## src/rtl/overture_io_host.sv

```systemverilog
// Host-side endpoint of the OVERTURE level I/O interface: an input FIFO feeding the CPU and an output FIFO draining it.
// Optional `OVERTURE_IO_LEVEL_EN adds in_level/out_level occupancy outputs and a saturating out_words counter.
module overture_io_host #(
  parameter int DATA_WIDTH = 8,
  parameter int IN_DEPTH   = 16,
  parameter int OUT_DEPTH  = 16
) (
  input  logic                  clk,
  input  logic                  rst,
  input  logic                  arch_input_enable,
  output logic [DATA_WIDTH-1:0] arch_input_value,
  input  logic                  arch_output_enable,
  input  logic [DATA_WIDTH-1:0] arch_output_value,
  input  logic                  in_wr_valid,
  input  logic [DATA_WIDTH-1:0] in_wr_data,
  output logic                  in_wr_ready,
  output logic                  out_rd_valid,
  output logic [DATA_WIDTH-1:0] out_rd_data,
  input  logic                  out_rd_ready,
  output logic                  stall,
  input  logic                  err_clear,
  output logic                  in_underflow,
  output logic                  out_overflow
`ifdef OVERTURE_IO_LEVEL_EN
  ,
  output logic [$clog2(IN_DEPTH):0]  in_level,
  output logic [$clog2(OUT_DEPTH):0] out_level,
  output logic [15:0]                out_words
`endif
);

  localparam int IAW = $clog2(IN_DEPTH);
  localparam int OAW = $clog2(OUT_DEPTH);
  localparam logic [IAW:0] IN_FULL  = (IAW+1)'(IN_DEPTH);
  localparam logic [OAW:0] OUT_FULL = (OAW+1)'(OUT_DEPTH);

  logic [DATA_WIDTH-1:0] in_mem  [IN_DEPTH];
  logic [DATA_WIDTH-1:0] out_mem [OUT_DEPTH];
  logic [IAW-1:0] in_wr_ptr, in_rd_ptr;
  logic [OAW-1:0] out_wr_ptr, out_rd_ptr;
  logic [IAW:0]   in_count;
  logic [OAW:0]   out_count;

  logic in_empty, in_full, out_empty, out_full;
  logic in_push, in_pop, out_push, out_pop;
  logic in_under_evt, out_over_evt;

  always_comb begin
    in_empty     = (in_count == '0);
    in_full      = (in_count == IN_FULL);
    out_empty    = (out_count == '0);
    out_full     = (out_count == OUT_FULL);
    // Ready depends only on the registered count, so a same-cycle CPU pop never frees a slot for the host.
    in_wr_ready  = !in_full;
    out_rd_valid = !out_empty;
    in_push      = in_wr_valid & !in_full;
    in_pop       = arch_input_enable & !in_empty;
    out_push     = arch_output_enable & !out_full;
    out_pop      = out_rd_ready & !out_empty;
    in_under_evt = arch_input_enable & in_empty;
    out_over_evt = arch_output_enable & out_full;
    stall        = in_under_evt | out_over_evt;
    arch_input_value = in_empty  ? '0 : in_mem[in_rd_ptr];
    out_rd_data      = out_empty ? '0 : out_mem[out_rd_ptr];
  end

  // NOTE: storage arrays are not reset; the counts gate every read, so stale contents are never visible.
  always_ff @(posedge clk) begin
    if (in_push)  in_mem[in_wr_ptr]   <= in_wr_data;
    if (out_push) out_mem[out_wr_ptr] <= arch_output_value;
  end

  // NOTE: all state uses non-blocking assignments so every register samples pre-edge values.
  always_ff @(posedge clk or negedge rst) begin
    if (!rst) begin
      in_wr_ptr    <= '0;
      in_rd_ptr    <= '0;
      in_count     <= '0;
      out_wr_ptr   <= '0;
      out_rd_ptr   <= '0;
      out_count    <= '0;
      in_underflow <= 1'b0;
      out_overflow <= 1'b0;
    end else begin
      if (in_push)  in_wr_ptr  <= in_wr_ptr + IAW'(1);
      if (in_pop)   in_rd_ptr  <= in_rd_ptr + IAW'(1);
      if (out_push) out_wr_ptr <= out_wr_ptr + OAW'(1);
      if (out_pop)  out_rd_ptr <= out_rd_ptr + OAW'(1);

      case ({in_push, in_pop})
        2'b10:   in_count <= in_count + (IAW+1)'(1);
        2'b01:   in_count <= in_count - (IAW+1)'(1);
        default: in_count <= in_count;
      endcase
      case ({out_push, out_pop})
        2'b10:   out_count <= out_count + (OAW+1)'(1);
        2'b01:   out_count <= out_count - (OAW+1)'(1);
        default: out_count <= out_count;
      endcase

      // A new error event outranks a simultaneous clear.
      if (in_under_evt)   in_underflow <= 1'b1;
      else if (err_clear) in_underflow <= 1'b0;
      if (out_over_evt)   out_overflow <= 1'b1;
      else if (err_clear) out_overflow <= 1'b0;
    end
  end

`ifdef OVERTURE_IO_LEVEL_EN
  logic [15:0] out_words_q;

  always_ff @(posedge clk or negedge rst) begin
    if (!rst)
      out_words_q <= '0;
    else if (out_push && out_words_q != 16'hFFFF)
      out_words_q <= out_words_q + 16'd1;
  end

  assign in_level  = in_count;
  assign out_level = out_count;
  assign out_words = out_words_q;
`endif

endmodule

```

## config.mk

```make
export PLATFORM = sky130hd
export DESIGN_NAME = overture_io_host
export DESIGN_NICKNAME = d
export VERILOG_FILES = /design/src/rtl/overture_io_host.sv
export SDC_FILE = /design/constraint.sdc
export NUM_CORES = 1
export LEC_CHECK = 0
export CAP_MARGIN = 20
export CORE_MARGIN = 1
export CORE_UTILIZATION = 40
export DETAILED_ROUTE_END_ITERATION = 16
export SLEW_MARGIN = 10
export SYNTH_ARGS = -nofsm -noshare
export SYNTH_HDL_FRONTEND = slang
export SYNTH_SLANG_ARGS = --single-unit
export TNS_END_PERCENT = 1
```

## constraint.sdc

```tcl
create_clock -name clk -period 4.75 [get_ports clk]
set_input_delay 0.475 -clock clk [delete_from_list [all_inputs] [get_ports clk]]
set_output_delay 0.475 -clock clk [all_outputs]
set_load 0.03 [all_outputs]
```

==> results.py, run 1 <==
metrics = {
    "synthesis": {
        "synth_area_leaders": "edfxtp_1 (66%), mux4_1 (7.9%), dfrtp_1 (6.0%)",
        "synth_edf_count": 256,
        "synthTopCellsByCount": "edfxtp_1 (256), mux4_1 (35), mux2i_1 (32)",
        "syn-mean-instance-area_um2": 19.8,
        "synth_top_area_share_pct": 65.9,
        "yosysWarnings": 0,
        "synth_nets": 628,
        "ys_ff_latch": 284,
        "synthArstFlopShare_pct": 9.86,
        "yosysMostFrequentCell": "edfxtp_1",
        "yosysTopAreaCell": "edfxtp_1",
        "ys_types": 37,
        "netlist_instances": 588,
        "synth-seq-area-share_pct": 71.9,
        "syn_area_um2": 11700,
        "synth_flop_cell": "edfxtp_1",
    },
    "timing": {
        "max_slew_margin_pct": 28.3,
        "hold_viol_final": 0,
        "worstMarginPinSlew_ns": 1.07,
        "slew_viol_final": 0,
        "max_freq_mhz": 267,
        "post-route-min-period_ns": 3.74,
        "min_period_over_period_pct": 78.7,
        "rsz0062_at_grt": "false",
        "finalSetupViolations": 0,
        "skew_ns": 0.0120,
        "fin_tns_setup_ns": 0,
    },
    "power_and_ir_drop": {
        "p_int_uw": 5880,
        "p_comb_share_pct": 30.5,
        "p_clk_share_pct": 29.7,
        "p_seq_share_pct": 39.8,
        "p_leak_uw": 0.00465,
        "power_density_nw_per_um2": 625,
        "ir_drop_mv": 0.662,
        "switching_share_pct": 30.9,
        "p_switching_uw": 2630,
        "p_total_uw": 8510,
    },
    "cts": {
        "insertion_delay_ns": 0.54,
        "root_buffer": "clkbuf_16",
        "htreeDepth": 1,
        "numCtsBuffers": 30,
        "ctsResizeCount": 0,
        "postCtsHoldBufs": 0,
        "clk_path_buf_depth": 3,
        "clkTransAtPathRegs_ns": 0.06,
        "cts_setup_buffers": 0,
        "cts_tree": "done",
        "clkSinkCount": 284,
    },
    "worst_setup_path": {
        "crit_buf_inv": 2,
        "critPathCaptureType": "output port",
        "cp_data_required_time_ns": 4.28,
        "slowest_delay_ns": 0.66,
        "startpoint_type": "flop",
        "cp_slowest_cell": "dfrtp_2",
        "arrival_ns": 3.26,
        "cp_top_family": "buffers and inverters",
        "worstPathMaxFanout": 19,
        "path_cells": "buf_4, mux4_1, mux2i_1, o22ai_1, clkdlybuf4s50_1",
        "crit_type": "reg -> out",
    },
    "finish": {
        "fin_nets": 688,
        "area_delta_synth_final_pct": 16.9,
        "fin_cells": 1055,
        "final_util_pct": 47.5,
        "diodes": 0,
        "register_area_um2": 8390,
        "num-fill-cells": 2355,
        "layout-drive-gt1-share_pct": 15.6,
        "multi_input_area_um2": 3040,
    },
    "floorplan": {
        "rows": 62,
        "initial_utilization_pct": 40.6,
        "pin_count": 44,
        "fp.dieW_um": 173,
        "core_um2": 28700,
        "die-area_um2": 29800,
        "die_h_um": 173,
    },
    "drt": {
        "drt_iter0_markers": 345,
        "vias": 5439,
        "routedWlPerCell_um": 20.4,
        "ant_nets": 0,
        "route.final.wire_length_mm": 21.6,
        "vias_per_cell": 5.16,
        "drtPass1Iterations": 4,
        "route.detailed.drc": 0,
    },
    "place": {
        "numPortBuffers": 43,
        "place_inst": 999,
        "routabilityCongestion": 0.760,
        "hpwl_mm": 13.7,
    },
    "global_routing": {
        "antenna_found_initial": 0,
        "grt_usage_pct": 14.7,
        "grt_pass1_wl_mm": 33.3,
        "grt_overflow": 0,
        "grt_pass1_vias": 5752,
        "grt_max_degree": 36,
    },
    "run": {
        "drv_cap": 0,
    },
    "min_path": {
        "holdCritPathClass": "in -> async",
    },
    "run_status": {
        "outcome": "finished clean",
    },
}
-- layout by cell type, fill, tap and decap left out, types with 12 or more instances in the layout --
cell and instances:
nor2_1 28, inv_1 12, nand2_1 20, dfrtp_1 26, clkdlybuf4s50_1 43, mux4_1 35
mux4_2 29, mux2i_1 32, ha_1 17, o22ai_1 16, clkbuf_16 31, xnor2_1 14
edfxtp_1 256, buf_4 13
-- flip-flops by register name, indices dropped and copies added, names as in the netlist --
signal	flops
out_rd_ptr	4
in_count	5
in_mem	128
out_wr_ptr	4
in_underflow	1
out_overflow	1
out_count	5
in_rd_ptr	4
out_mem	128
in_wr_ptr	4
-- logic make-up after synthesis --
logic type / after synthesis / share of synthesized area (%)
mux: 100 / 16.6
simple gates: 78 / 3.39
fa+ha+maj: 17 / 1.82
buf+inv: 42 / 2.06
xor+xnor: 24 / 1.80
flops: 284 / 71.9
compound gates: 43 / 2.36
-- final cells by class --
class	count	share of cell area, %
repair buffers	58	4.28
flip-flops and latches	284	61.6
inverters	12	0.330
clock buffers	34	5.77
well taps	384	3.52
multi-input cells	262	22.3
clock inverters	21	2.22
-- routing by layer --
metal | vias up | routed length [um] | global-route usage (%)
met2 | 112 | 11000 | 25.4
met4 | 0 | 452 | 3.80
li1 | 2507 | - | -
met5 | - | 0 | 0
met3 | 40 | 807 | 2.62
met1 | 2780 | 9310 | 19.1
-- power by group through the flow --
stage,clock (uW),combinational (uW),sequential (uW)
finish,2530,2600,3390
global route,2670,2810,3440
global placement,0,2490,3470
floorplan,0,2020,3240
detailed placement,0,2590,3470
CTS,2580,2600,3420
-- per-stage QoR --
| stage | hold WS (ns) | setup slack (ns) | instance area, um^2 |
|---|---|---|---|
| after floorplan | 0.179 | 2.32 | 11700 |
| after global placement | 0.475 | 1.53 | 12500 |
| after detailed placement | 0.484 | 1.52 | 12500 |
| after CTS | 0.324 | 0.933 | 13600 |
| after global routing | 0.353 | 0.855 | 13600 |
| final | 0.320 | 1.01 | 13600 |
-- path summary, 6_finish.rpt --
| check | from | to | slack [ns] | cells past startpoint |
|---|---|---|---|---|
| setup / recovery | in_rd_ptr[1]$_DFFE_PN0P_ | arch_input_value[5] | 1.01 | 5 |
| hold / removal | rst | out_count[4]$_DFFE_PN0P_ | 0.32 | 2 |
| setup reg to reg | out_count[1]$_DFFE_PN0P_ | out_count[4]$_DFFE_PN0P_ | 2.07 | 9 |
| hold reg to reg | in_rd_ptr[3]$_DFFE_PN0P_ | in_rd_ptr[3]$_DFFE_PN0P_ | 0.49 | 1 |
| max in group asynchronous | rst | in_rd_ptr[1]$_DFFE_PN0P_ | 4.13 | 2 |
| min in group clk | in_rd_ptr[3]$_DFFE_PN0P_ | in_rd_ptr[3]$_DFFE_PN0P_ | 0.49 | 1 |
(Power assumes the default switching activity.)
==> run 2: changes to the inputs <==
==> constraint.sdc (replaced) <==
create_clock -name clk -period 3.45 [get_ports clk]
set_input_delay 0.345 -clock clk [delete_from_list [all_inputs] [get_ports clk]]
set_output_delay 0.345 -clock clk [all_outputs]
set_load 0.03 [all_outputs]
==> results.py, run 2 (synthesized netlist as in run 1, its figures left out) <==
metrics = {
    "run_status": {
        "outcome": "finished clean",
    },
    "global_routing": {
        "grt_pass1_vias": 5956,
        "grt_overflow": 0,
        "grt_pass1_wl_mm": 34.0,
        "antenna_found_initial": 0,
        "grt_usage_pct": 14.9,
        "grt_max_degree": 36,
    },
    "finish": {
        "final_common_cell": "edfxtp_1",
        "final_util_pct": 47.2,
        "area_delta_synth_final_pct": 16.3,
        "num-fill-cells": 2404,
        "fin_nets": 700,
        "final_cell_mix": "edfxtp_1 (256), clkdlybuf4s50_1 (42), mux4_1 (35), mux2i_1 (32)",
        "layout-drive-gt1-share_pct": 16.0,
        "diodes": 0,
        "biggestRegsByFlops": "in_mem (128), out_mem (128)",
    },
    "worst_setup_path": {
        "slowest_delay_ns": 0.63,
        "crit_end": "out_rd_data[7]",
        "cp_data_required_time_ns": 3.11,
        "worstReg2RegStart": "out_count[1]$_DFFE_PN0P_",
        "reg2regPathDepth": 10,
        "startpoint_type": "flop",
        "startpoint": "out_rd_ptr[0]$_DFFE_PN0P_",
        "crit_type": "reg -> out",
        "cp_slowest_cell": "dfrtp_4",
        "cp_top_family": "buffers and inverters",
        "reg2reg_slack_ns": 0.77,
        "reg2reg_to": "out_count[4]$_DFFE_PN0P_",
        "worstSetupPathDepth": 5,
        "worstPathMaxFanout": 19,
        "path_cells": "buf_12, mux4_1, mux2i_1, o22ai_1, clkdlybuf4s50_1",
        "critPathCaptureType": "output port",
        "arrival_ns": 2.85,
        "crit_buf_inv": 2,
    },
    "timing": {
        "post-route-min-period_ns": 3.20,
        "skew_ns": 0.00972,
        "fin_tns_setup_ns": 0,
        "max_slew_margin_pct": 38.0,
        "finalSetupViolations": 0,
        "min_period_over_period_pct": 92.7,
        "rsz0062_at_grt": "false",
        "hold_viol_final": 0,
        "slew_viol_final": 0,
        "max_freq_mhz": 313,
        "worstMarginPinSlew_ns": 0.927,
    },
    "drt": {
        "vias": 5523,
        "ant_nets": 0,
        "route.final.wire_length_mm": 21.6,
        "route.detailed.drc": 0,
        "routedWlPerCell_um": 20.3,
        "drtPass1Iterations": 5,
        "vias_per_cell": 5.19,
        "drt_iter0_markers": 386,
    },
    "floorplan": {
        "die_h_um": 173,
        "pin_count": 44,
        "die-area_um2": 29800,
        "initial_utilization_pct": 40.6,
        "rows": 62,
        "fp.dieW_um": 173,
        "core_um2": 28700,
    },
    "power_and_ir_drop": {
        "p_clk_share_pct": 27.3,
        "p_seq_share_pct": 40.2,
        "p_switching_uw": 3590,
        "power_density_nw_per_um2": 837,
        "switching_share_pct": 31.6,
        "p_comb_share_pct": 32.5,
        "p_leak_uw": 0.00464,
        "p_int_uw": 7770,
        "ir_drop_mv": 0.596,
    },
    "cts": {
        "numCtsBuffers": 29,
        "clk_path_buf_depth": 3,
        "clkSinkCount": 284,
        "insertion_delay_ns": 0.54,
        "root_buffer": "clkbuf_16",
        "htreeDepth": 1,
        "cts_tree": "done",
        "clkTransAtPathRegs_ns": 0.07,
        "cts_setup_buffers": 0,
    },
    "place": {
        "numPortBuffers": 43,
        "hpwl_mm": 13.9,
        "routabilityCongestion": 0.738,
    },
    "run": {
        "drv_cap": 0,
    },
    "min_path": {
        "holdCritPathClass": "in -> async",
    },
}
## run 2: cell types whose count changed in the layout (fill, tap and decap cells not counted), sizes merged
cell | before | now
clkbuf | 34 | 33
clkdlybuf4s50 | 43 | 42
buf | 15 | 28
clkinv | 9 | 10
dlygate4sd3 | 0 | 1
bufinv | 7 | 4
## run 2: what timing repair did
item                                   4_1_cts  5_1_grt
resized for setup                            0        1
setup endpoints to repair                    0        5
endpoints found under the hold margin        0       18
hold buffers                                 0        1
## run 2: stage by stage
step	instance area [um^2]	setup slack, ns	std cells	power [uW]	hold slack [ns]
2_1_floorplan	11700	1.02	588	7240	0.0494
3_3_place_gp	12600	0.654	1012	8270	0.478
3_5_place_dp	12600	0.588	1012	8380	0.491
4_1_cts	13600	0.0605	1064	11500	0.368
5_1_grt	13600	0.0832	1065	11900	0.370
6_report	13600	0.251	1065	11400	0.320
## run 2: layout make-up
class                           instances  area, um^2  area share [%]
Timing Repair Buffer                   71         663            4.89
Tap cell                              384         480            3.54
Multi-Input combinational cell        262        3030            22.4
Inverter                               12        45.0           0.332
Sequential cell                       284        8390            61.9
Clock inverter                         19         204            1.50
Clock buffer                           33         741            5.46
## run 2: worst min path at each step
stage                             startpoint                  endpoint  slack [ns]  depth (start not counted)
floorplan                                rst   in_count[0]$_DFFE_PN0P_        0.05                          0
CTS                                err_clear  out_overflow$_DFFE_PN0P_        0.37                          2
detailed placement  in_rd_ptr[3]$_DFFE_PN0P_  in_rd_ptr[3]$_DFFE_PN0P_        0.49                          1
finish                                   rst  out_count[2]$_DFFE_PN0P_        0.32                          2
global route                             rst  out_overflow$_DFFE_PN0P_        0.37                          2
global placement    in_rd_ptr[3]$_DFFE_PN0P_  in_rd_ptr[3]$_DFFE_PN0P_        0.48                          1
## run 2: power by group through the flow
stage / Combinational (uW) / Sequential (uW) / Clock, uW
2_1_floorplan: 2770 / 4460 / 0
3_3_place_gp: 3680 / 4600 / 0
3_5_place_dp: 3740 / 4640 / 0
4_1_cts: 3760 / 4570 / 3180
5_1_grt: 3990 / 4620 / 3290
6_report: 3690 / 4560 / 3090
## run 2: per-layer routing
layer | track usage (%) | wire length [um] | share of wire, %
met5 | 0 | 0 | 0
met4 | 3.83 | 435 | 2.0
met3 | 2.42 | 901 | 4.2
met2 | 26.5 | 11100 | 51
met1 | 18.9 | 9190 | 43
==> run 3: changes to the inputs <==
--- a/config.mk
+++ b/config.mk
@@ -5,6 +5,7 @@
 export SDC_FILE = /design/constraint.sdc
 export NUM_CORES = 1
 export LEC_CHECK = 0
+export ABC_AREA = 1
 export CAP_MARGIN = 20
 export CORE_MARGIN = 1
 export CORE_UTILIZATION = 40
==> results.py, run 3 <==
metrics = {
    "cts": {
        "htreeDepth": 1,
        "postCtsHoldBufs": 0,
        "clkTransAtPathRegs_ns": 0.06,
        "cts_tree": "done",
        "clk_path_buf_depth": 3,
        "insertion_delay_ns": 0.53,
        "root_buffer": "clkbuf_16",
        "numCtsBuffers": 29,
        "clkSinkCount": 284,
        "ctsResizeCount": 0,
        "cts_setup_buffers": 0,
    },
    "timing": {
        "finalSetupViolations": 0,
        "hold_viol_final": 0,
        "slew_viol_final": 0,
        "fin_ws_ns": 0.265,
        "max_freq_mhz": 314,
        "rsz0062_at_grt": "false",
        "max_slew_margin_pct": 35.6,
        "fin_tns_setup_ns": 0,
        "min_period_over_period_pct": 92.3,
        "worstMarginPinSlew_ns": 0.963,
        "skew_ns": 0.00706,
        "post-route-min-period_ns": 3.18,
    },
    "synthesis": {
        "synth_xor_area_share_pct": 1.29,
        "netlist_instances": 1116,
        "synth_nets": 1156,
        "yosysMostFrequentCell": "nand2_1",
        "syn_area_um2": 12200,
        "yosysWarnings": 0,
        "synthSimpleGateAreaFrac_pct": 22.4,
        "synth-adder-area-share_pct": 1.75,
        "synthMuxAreaShare_pct": 0,
        "synth-seq-area-share_pct": 68.9,
        "ys_types": 28,
        "synth_edf_count": 256,
        "synth_area_leaders": "edfxtp_1 (63%), nand2_1 (13%), nand3_1 (6.5%)",
        "syn-mean-instance-area_um2": 10.9,
        "yosysTopAreaCell": "edfxtp_1",
        "synth-compound-area-share_pct": 2.16,
        "ys_ff_latch": 284,
        "synth_top_area_share_pct": 63.1,
        "synth_top_family_by_area": "simple AND/OR/NAND/NOR gates",
        "synth_flop_cell": "edfxtp_1",
        "synthTopCellsByCount": "nand2_1 (419), edfxtp_1 (256), nand3_1 (158)",
        "synthArstFlopShare_pct": 9.86,
    },
    "power_and_ir_drop": {
        "ir_drop_mv": 0.450,
        "p_total_uw": 12100,
        "p_leak_uw": 0.00534,
        "power_density_nw_per_um2": 870,
    },
    "place": {
        "pre_cts_slack_ns": 0.841,
        "routabilityCongestion": 0.832,
        "numPortBuffers": 43,
        "hpwl_mm": 17.3,
    },
    "drt": {
        "route.final.wire_length_mm": 28.2,
        "route.detailed.drc": 0,
        "vias": 8126,
        "drtPass1Iterations": 5,
        "vias_per_cell": 5.16,
        "routedWlPerCell_um": 17.9,
        "drt_iter0_markers": 671,
        "ant_nets": 0,
    },
    "global_routing": {
        "antenna_found_initial": 0,
        "grt_max_degree": 67,
        "grt_overflow": 0,
        "grt_pass1_wl_mm": 44.1,
        "grt_pass1_vias": 7735,
        "grt_usage_pct": 18.5,
    },
    "floorplan": {
        "die-area_um2": 31100,
        "fp.dieW_um": 176,
        "initial_utilization_pct": 40.9,
        "pin_count": 44,
        "core_um2": 29800,
        "die_h_um": 176,
        "rows": 63,
    },
    "finish": {
        "final_cell_mix": "nand2_1 (419), edfxtp_1 (256), nand3_1 (158), nor2_1 (56)",
        "area_delta_synth_final_pct": 13.8,
        "num-fill-cells": 2745,
        "final_common_cell": "nand2_1",
        "biggestRegsByFlops": "in_mem (128), out_mem (128)",
        "layout-drive-gt1-share_pct": 7.00,
        "diodes": 0,
        "fin_nets": 1203,
    },
    "run": {
        "drv_cap": 0,
    },
    "min_path": {
        "holdCritPathClass": "in -> async",
    },
    "worst_setup_path": {
        "startpoint_type": "flop",
        "arrival_ns": 2.84,
        "cp_data_required_time_ns": 3.11,
        "critPathCaptureType": "output port",
        "worstPathMaxFanout": 65,
        "crit_type": "reg -> out",
    },
    "run_status": {
        "outcome": "finished clean",
    },
}
==> run 3: changes by cell type after synthesis, sizes merged, moves of 6 or more <==
cell	previous run	this run
nand2	20	423
nand3	2	159
mux4	64	0
mux2i	32	0
nor2	28	60
a21oi	7	35
inv	12	36
buf	23	40
o22ai	16	0
xnor2	14	5
nand2b	7	0
nor3	8	14
==> run 3: final timing paths <==
path	from	endpoint	slack, ns	cells after the start
setup / recovery	in_rd_ptr[0]$_DFFE_PN0P_	arch_input_value[2]	0.27	8
hold reg to reg	out_overflow$_DFFE_PN0P_	out_overflow$_DFFE_PN0P_	0.53	2
hold / removal	rst	in_wr_ptr[1]$_DFFE_PN0P_	0.22	2
setup reg to reg	in_count[2]$_DFFE_PN0P_	in_count[4]$_DFFE_PN0P_	0.86	16
max in group asynchronous	rst	out_rd_ptr[0]$_DFFE_PN0P_	2.88	2
min in group clk	err_clear	in_underflow$_DFFE_PN0P_	0.40	2
==> run 3: final cells by class <==
class	count	area, um^2	area share [%]
inverter	39	146	1.06
clock inverter	10	67.6	0.487
clock buffer	43	808	5.83
multi-input combinational	745	3370	24.3
timing repair buffer	64	593	4.28
sequential	284	8390	60.5
tap	390	488	3.52
==> run 3: per-stage QoR <==
stage | hold slack, ns | util, % | std cells | instance area [um^2]
final | 0.224 | 46.5 | 1575 | 13900
after global routing | 0.251 | 46.5 | 1575 | 13900
after CTS | 0.223 | 46.5 | 1575 | 13900
after detailed placement | 0.516 | 43.6 | 1522 | 13000
after global placement | 0.513 | 43.6 | 1522 | 13000
after floorplan | 0.0494 | - | 1116 | 12200
==> run 3: layer usage <==
layer	vias to the layer above	wire, um	track usage [%]	share of wire, %
li1	3896	-	-	-
met1	3932	13300	28.0	47
met2	252	12500	27.8	44
met3	46	1800	2.33	6.4
met4	0	554	4.96	2.0
met5	-	0	0	0
==> run 3: cell families (layout without fill, tap and decap cells) <==
logic type               count (synthesis)  after routing
AO/OA/AOI/OAI                           51             51
XOR/XNOR                                18             18
AND/OR/NAND/NOR                        659            659
adder cells (fa/ha/maj)                 17             17
flip-flops                             284            284
buffers and inverters                   87            156
==> run 3: worst max-delay path, stage by stage, from the launching register on <==
cell and delay, ns:
dfrtp_2 0.36, buf_4 0.55, nand2_1 0.12, nand2_1 0.13, a21oi_1 0.08, nand3_1 0.12
nand2_1 0.07, nor2_1 0.13, clkdlybuf4s50_1 0.68
==> run 3: report_power, final <==
group          total (uW)  switching (uW)  internal [uW]
sequential           4460             247           4220
clock                2910            1230           1680
combinational        4690            3210           1480
total               12100            4690           7380
